==> config.mk <==
export PLATFORM = sky130hd
export DESIGN_NAME = regfile_32x32
export DESIGN_NICKNAME = d
export VERILOG_FILES = /design/src/rtl/regfile_32x32_pkg.sv /design/src/rtl/regfile_32x32_mux32.sv /design/src/rtl/regfile_32x32_wr_decoder.sv /design/src/rtl/regfile_32x32.sv
export SDC_FILE = /design/constraint.sdc
export NUM_CORES = 2
export LEC_CHECK = 0
export CORE_UTILIZATION = 60
export DETAILED_ROUTE_END_ITERATION = 10
export GPL_ROUTABILITY_DRIVEN = 0
export PLACE_DENSITY = 0.77
export SLEW_MARGIN = 5
export SYNTH_ARGS = -nofsm -noshare
export SYNTH_HDL_FRONTEND = slang
export SYNTH_SLANG_ARGS = --single-unit
==> constraint.sdc <==
create_clock -name clk -period 8.72 [get_ports clk]
set_input_delay 1.744 -clock clk [delete_from_list [all_inputs] [get_ports clk]]
set_output_delay 1.744 -clock clk [all_outputs]
set_load 0.02 [all_outputs]
==> src/rtl/regfile_32x32_pkg.sv <==
// Register-file constants shared with the mux32 read tree and the datapath.
// Combinational helpers only; no state.
package regfile_32x32_pkg;

  localparam int NUM_REGS     = 32;
  localparam int REG_ADDR_W   = 5;
  localparam int REG_ZERO_IDX = 0;

  function automatic logic is_zero_idx(input logic [REG_ADDR_W-1:0] addr);
    return addr == REG_ADDR_W'(REG_ZERO_IDX);
  endfunction

endpackage

==> src/rtl/regfile_32x32_mux32.sv <==
// One-bit 32:1 select, one instance per data bit per read port.
// Combinational, zero latency; no backpressure.
module mux32
  import regfile_32x32_pkg::*;
(
  input  logic [NUM_REGS-1:0]   d,
  input  logic [REG_ADDR_W-1:0] sel,
  output logic                  y
);

  assign y = d[sel];

endmodule

==> src/rtl/regfile_32x32_wr_decoder.sv <==
// One-hot 5:32 write-enable decode gated by en; all-zero when addr is unknown.
// Combinational, zero latency; no backpressure.
module wr_decoder_5to32
  import regfile_32x32_pkg::*;
(
  input  logic [REG_ADDR_W-1:0] addr,
  input  logic                  en,
  output logic [NUM_REGS-1:0]   we
);

  // An equality against an unknown address is not true, so no bit is set.
  always_comb begin
    we = '0;
    for (int i = 0; i < NUM_REGS; i++) begin
      if (en && (addr == REG_ADDR_W'(i))) we[i] = 1'b1;
    end
  end

endmodule

==> src/rtl/regfile_32x32.sv <==
// 32 x WIDTH register file: one synchronous write (1-cycle latency), two combinational reads.
// Always ready, never stalls; optional same-cycle write forwarding under BYPASS.
module regfile_32x32
  import regfile_32x32_pkg::*;
#(
  parameter int WIDTH    = 32,
  parameter int ZERO_REG = 1,
  parameter int BYPASS   = 0
) (
  input  logic                  clk,
  input  logic                  rst_n,
  input  logic                  wr_en,
  input  logic [REG_ADDR_W-1:0] wr_addr,
  input  logic [WIDTH-1:0]      wr_data,
  input  logic [REG_ADDR_W-1:0] rd_addr_a,
  input  logic [REG_ADDR_W-1:0] rd_addr_b,
  output logic [WIDTH-1:0]      rd_data_a,
  output logic [WIDTH-1:0]      rd_data_b
);

  localparam logic [NUM_REGS-1:0] ZERO_MASK =
    (ZERO_REG != 0) ? (NUM_REGS'(1) << REG_ZERO_IDX) : '0;

  logic [NUM_REGS-1:0] we_raw;
  logic [NUM_REGS-1:0] we;
  logic [WIDTH-1:0]    regs [NUM_REGS];
  logic [WIDTH-1:0]    mux_a;
  logic [WIDTH-1:0]    mux_b;
  logic                fwd_a;
  logic                fwd_b;

  wr_decoder_5to32 u_wr_dec (
    .addr (wr_addr),
    .en   (wr_en),
    .we   (we_raw)
  );

  // The zero register never sees an enable, so its flop is a constant 0 and folds away.
  assign we = we_raw & ~ZERO_MASK;

  for (genvar r = 0; r < NUM_REGS; r++) begin : g_reg
    always_ff @(posedge clk or negedge rst_n) begin
      if (!rst_n) begin
        regs[r] <= '0;
      end else if (we[r]) begin
        regs[r] <= wr_data;
      end
    end
  end

  for (genvar b = 0; b < WIDTH; b++) begin : g_bit
    logic [NUM_REGS-1:0] col;
    for (genvar r = 0; r < NUM_REGS; r++) begin : g_col
      assign col[r] = regs[r][b];
    end

    mux32 u_mux_a (.d(col), .sel(rd_addr_a), .y(mux_a[b]));
    mux32 u_mux_b (.d(col), .sel(rd_addr_b), .y(mux_b[b]));
  end

  // Forwarding is suppressed under reset and for the zero register.
  assign fwd_a = (BYPASS != 0) && rst_n && wr_en && (wr_addr == rd_addr_a)
              && !((ZERO_REG != 0) && is_zero_idx(rd_addr_a));
  assign fwd_b = (BYPASS != 0) && rst_n && wr_en && (wr_addr == rd_addr_b)
              && !((ZERO_REG != 0) && is_zero_idx(rd_addr_b));

  assign rd_data_a = fwd_a ? wr_data : mux_a;
  assign rd_data_b = fwd_b ? wr_data : mux_b;

endmodule

==> results by group <==
Run status
  • Status: finished with violations
  • Failing checks: DRC

Timing
  • TNS Setup: 0 ps
  • Max-slew violations: 0
  • Tcrit/Tclk final: 0.822
  • Final min period: 7170 ps
  • Post-Route Skew: 0 ps
  • Headroom to the max-slew limit: 0.0970
  • Final setup margin: 1550 ps
  • Fmax: 0.140 GHz
  • Final Hold Viols: 0
  • RSZ-0062 raised after global routing: no
  • Worst Tran Pin Value: 1350 ps
  • Final Hold Slack: 520 ps
  • Final Setup Violations: 0

Setup path
  • CP cell instances: clkbuf_8 > nand2b_2 > o22ai_1 > a211oi_1 > o31ai_1 > clkdlybuf4s50_1
  • Worst Setup SP: rd_addr_b[2]
  • Max FO, Critical Path: 69
  • R2R Path Start: g_bit[29].col[24]$_DFFE_PN0P_
  • CP Capture Type: output port
  • Top delay family on crit path: compound AO/OA/AOI/OAI gates
  • Max stage delay on crit path: 1040 ps
  • CP Data Arrival Time: 5420 ps
  • CP Buf/Inv Count: 2
  • Critical path class: in -> out
  • Critical Path RT: 6980 ps
  • Slowest CP cell: o31ai_1
  • R2r setup slk: 7890 ps
  • Worst setup SP type: primary input

Final layout
  • Area Growth Syn to Fin: 9.12%
  • Fraction of layout cells with a size suffix above 1: 0.485
  • Final core occ: 0.663
  • Filler cell count: 6,011
  • Nets@finish: 3,561
  • Largest register FFs: 992

Synthesis
  • Syn. warnings: 0
  • Post-synth cell types: 30
  • Mapped Avg Cell Area: 14.7 sq um
  • Sequential-to-total area share from yosys stat: 0.462
  • Largest cells by area after synthesis: dfrtp_1 (46%), mux2_2 (21%), mux4_2 (16%)
  • Cell count after synthesis: 3,667
  • Count leader, synth: mux2_2
  • Mapped cell area: 0.0537 sq mm
  • Dominant synthesized flop cell: dfrtp_1
  • Async S/R FF share, synth: 1.00
  • Synth top cells by count: mux2_2 (1,019), dfrtp_1 (992), mux4_2 (384)
  • Yosys top cell area share: 0.462
  • Net Count, Synth: 3,717
  • Yosys top cell by area: dfrtp_1
  • EDFF count, synth: 0
  • Yosys reg bits: 992

Detailed routing
  • First-pass DRT Iterations: 8
  • Detailed Route Iter0 Violations: 3,696
  • Vias: 35,200
  • Antenna Nets Post-Route: 0
  • Routed wire length: 164,000 um
  • Avg WL per Cell: 34.3 um
  • DRC violations left: 20
  • Drt via density: 7.38

Clocking
  • Post-CTS setup buffers: 0
  • CTS buffer count: 103
  • CTS resizes: 0
  • CTS Buffer Depth: 3
  • CTS Root Cell: clkbuf_16
  • Worst skew pair latency: 660 ps
  • Clk sink count: 992
  • H-tree depth: 3
  • CTS tree: built
  • Clock-pin slew on the worst setup and hold paths: 60 ps
  • Hold Buf Count CTS: 0

Die
  • Width of the die: 301 um
  • Die height: 301 um
  • Die area: 0.0908 sq mm
  • I/O pin cnt: 114
  • Core area: 0.0885 sq mm
  • Rows: 109
  • Initial Util: 0.607

Global routing
  • Initial antenna violation count: 10
  • Largest net degree at the start of global routing: 179
  • Final global-route overflow total: 0
  • Vias in the first global route: 37,400
  • Global-route wire length before repair: 246,000 um
  • All-Layer GR Usage: 0.368

Worst hold path
  • Worst Hold Launch: g_bit[6].col[28]$_DFFE_PN0P_
  • Hold Crit Class: reg -> reg

Power
  • Pwr per Cell Area: 235 mW/mm^2
  • Leak: 0.0255 uW
  • VDD IR-drop max: 169 uV

Placed design
  • PortBufs: 113
  • Post-place setup slack: 1690 ps
  • Dpl hpwl: 97,700 um

Run
  • Maxcap violations: 0
-- metal layers --
metal	track usage	share of wire	vias up	wire length (um)
met3	0.0973	0.10	582	16400
met2	0.559	0.46	1984	76000
met5	0	0.00037	-	61
li1	-	-	13800	-
met4	0.197	0.057	10	9270
met1	0.488	0.38	18800	62100
-- final timing paths --
check                                                end  cells past startpoint
max                                        rd_data_b[31]                      6
min                         g_bit[6].col[28]$_DFFE_PN0P_                      1
max reg2reg                g_bit[29].col[24]$_DFFE_PN0P_                      1
min reg2reg                 g_bit[6].col[28]$_DFFE_PN0P_                      1
max in group asynchronous    g_bit[8].col[9]$_DFFE_PN0P_                      3
min in group asynchronous  g_bit[30].col[20]$_DFFE_PN0P_                      1
-- area by class of cell --
cell class,count,area [sq um],area share
diodes,7,17.5,0.000299
clock buffers,160,3140,0.0535
clock inverters,32,363,0.00619
inverters,2,7.51,0.000128
multi-input cells,2208,26900,0.459
flip-flops and latches,992,24800,0.423
well taps,1165,1460,0.0249
repair buffers,204,1930,0.0329
-- logic make-up after synthesis --
logic type,synth area share
flops,0.462
compound gates,0.0624
simple gates,0.0139
mux,0.420
buf+inv,0.0416
-- where the power goes --
| part | internal, uW | switching, uW | total, uW |
|---|---|---|---|
| Clock | 2670 | 1880 | 4550 |
| Sequential | 5510 | 676 | 6180 |
| Combinational | 1750 | 1270 | 3010 |
| Total | 9930 | 3820 | 13800 |
-- stage by stage --
stage / power, uW / instances / cell area (sq um)
final: 13800 / 4770 / 58600
after global routing: 14300 / 4767 / 58600
after CTS: 13700 / 4763 / 58600
after detailed placement: 9220 / 4571 / 55100
after global placement: 8960 / 4571 / 55100
after floorplan: 8300 / 3667 / 53700
-- placed cells by master (no fill, tap or decap), types with 3 or more instances in the layout --
| cell type | instances |
|---|---|
| buf_2 | 3 |
| clkdlybuf4s50_1 | 102 |
| buf_12 | 9 |
| clkinv_2 | 19 |
| mux4_2 | 384 |
| dfrtp_1 | 992 |
| mux2_2 | 1019 |
| clkbuf_1 | 26 |
| a22o_1 | 191 |
| clkbuf_8 | 30 |
| nor2b_4 | 6 |
| nor3_2 | 3 |
| mux2_4 | 30 |
| mux2i_1 | 194 |
| nand4_1 | 3 |
| buf_8 | 3 |
| and2_1 | 64 |
| o21ai_0 | 64 |
| nand2b_2 | 5 |
| bufinv_16 | 7 |
| nor2_1 | 4 |
| clkbuf_16 | 106 |
| diode_2 | 7 |
| nor2_4 | 12 |
| nand2_1 | 6 |
| mux2_1 | 6 |
| nand2_2 | 7 |
| o22ai_1 | 64 |
| a211oi_1 | 64 |
| buf_4 | 85 |
| o31ai_1 | 64 |
Note: power is estimated with default switching activity, not from simulation.
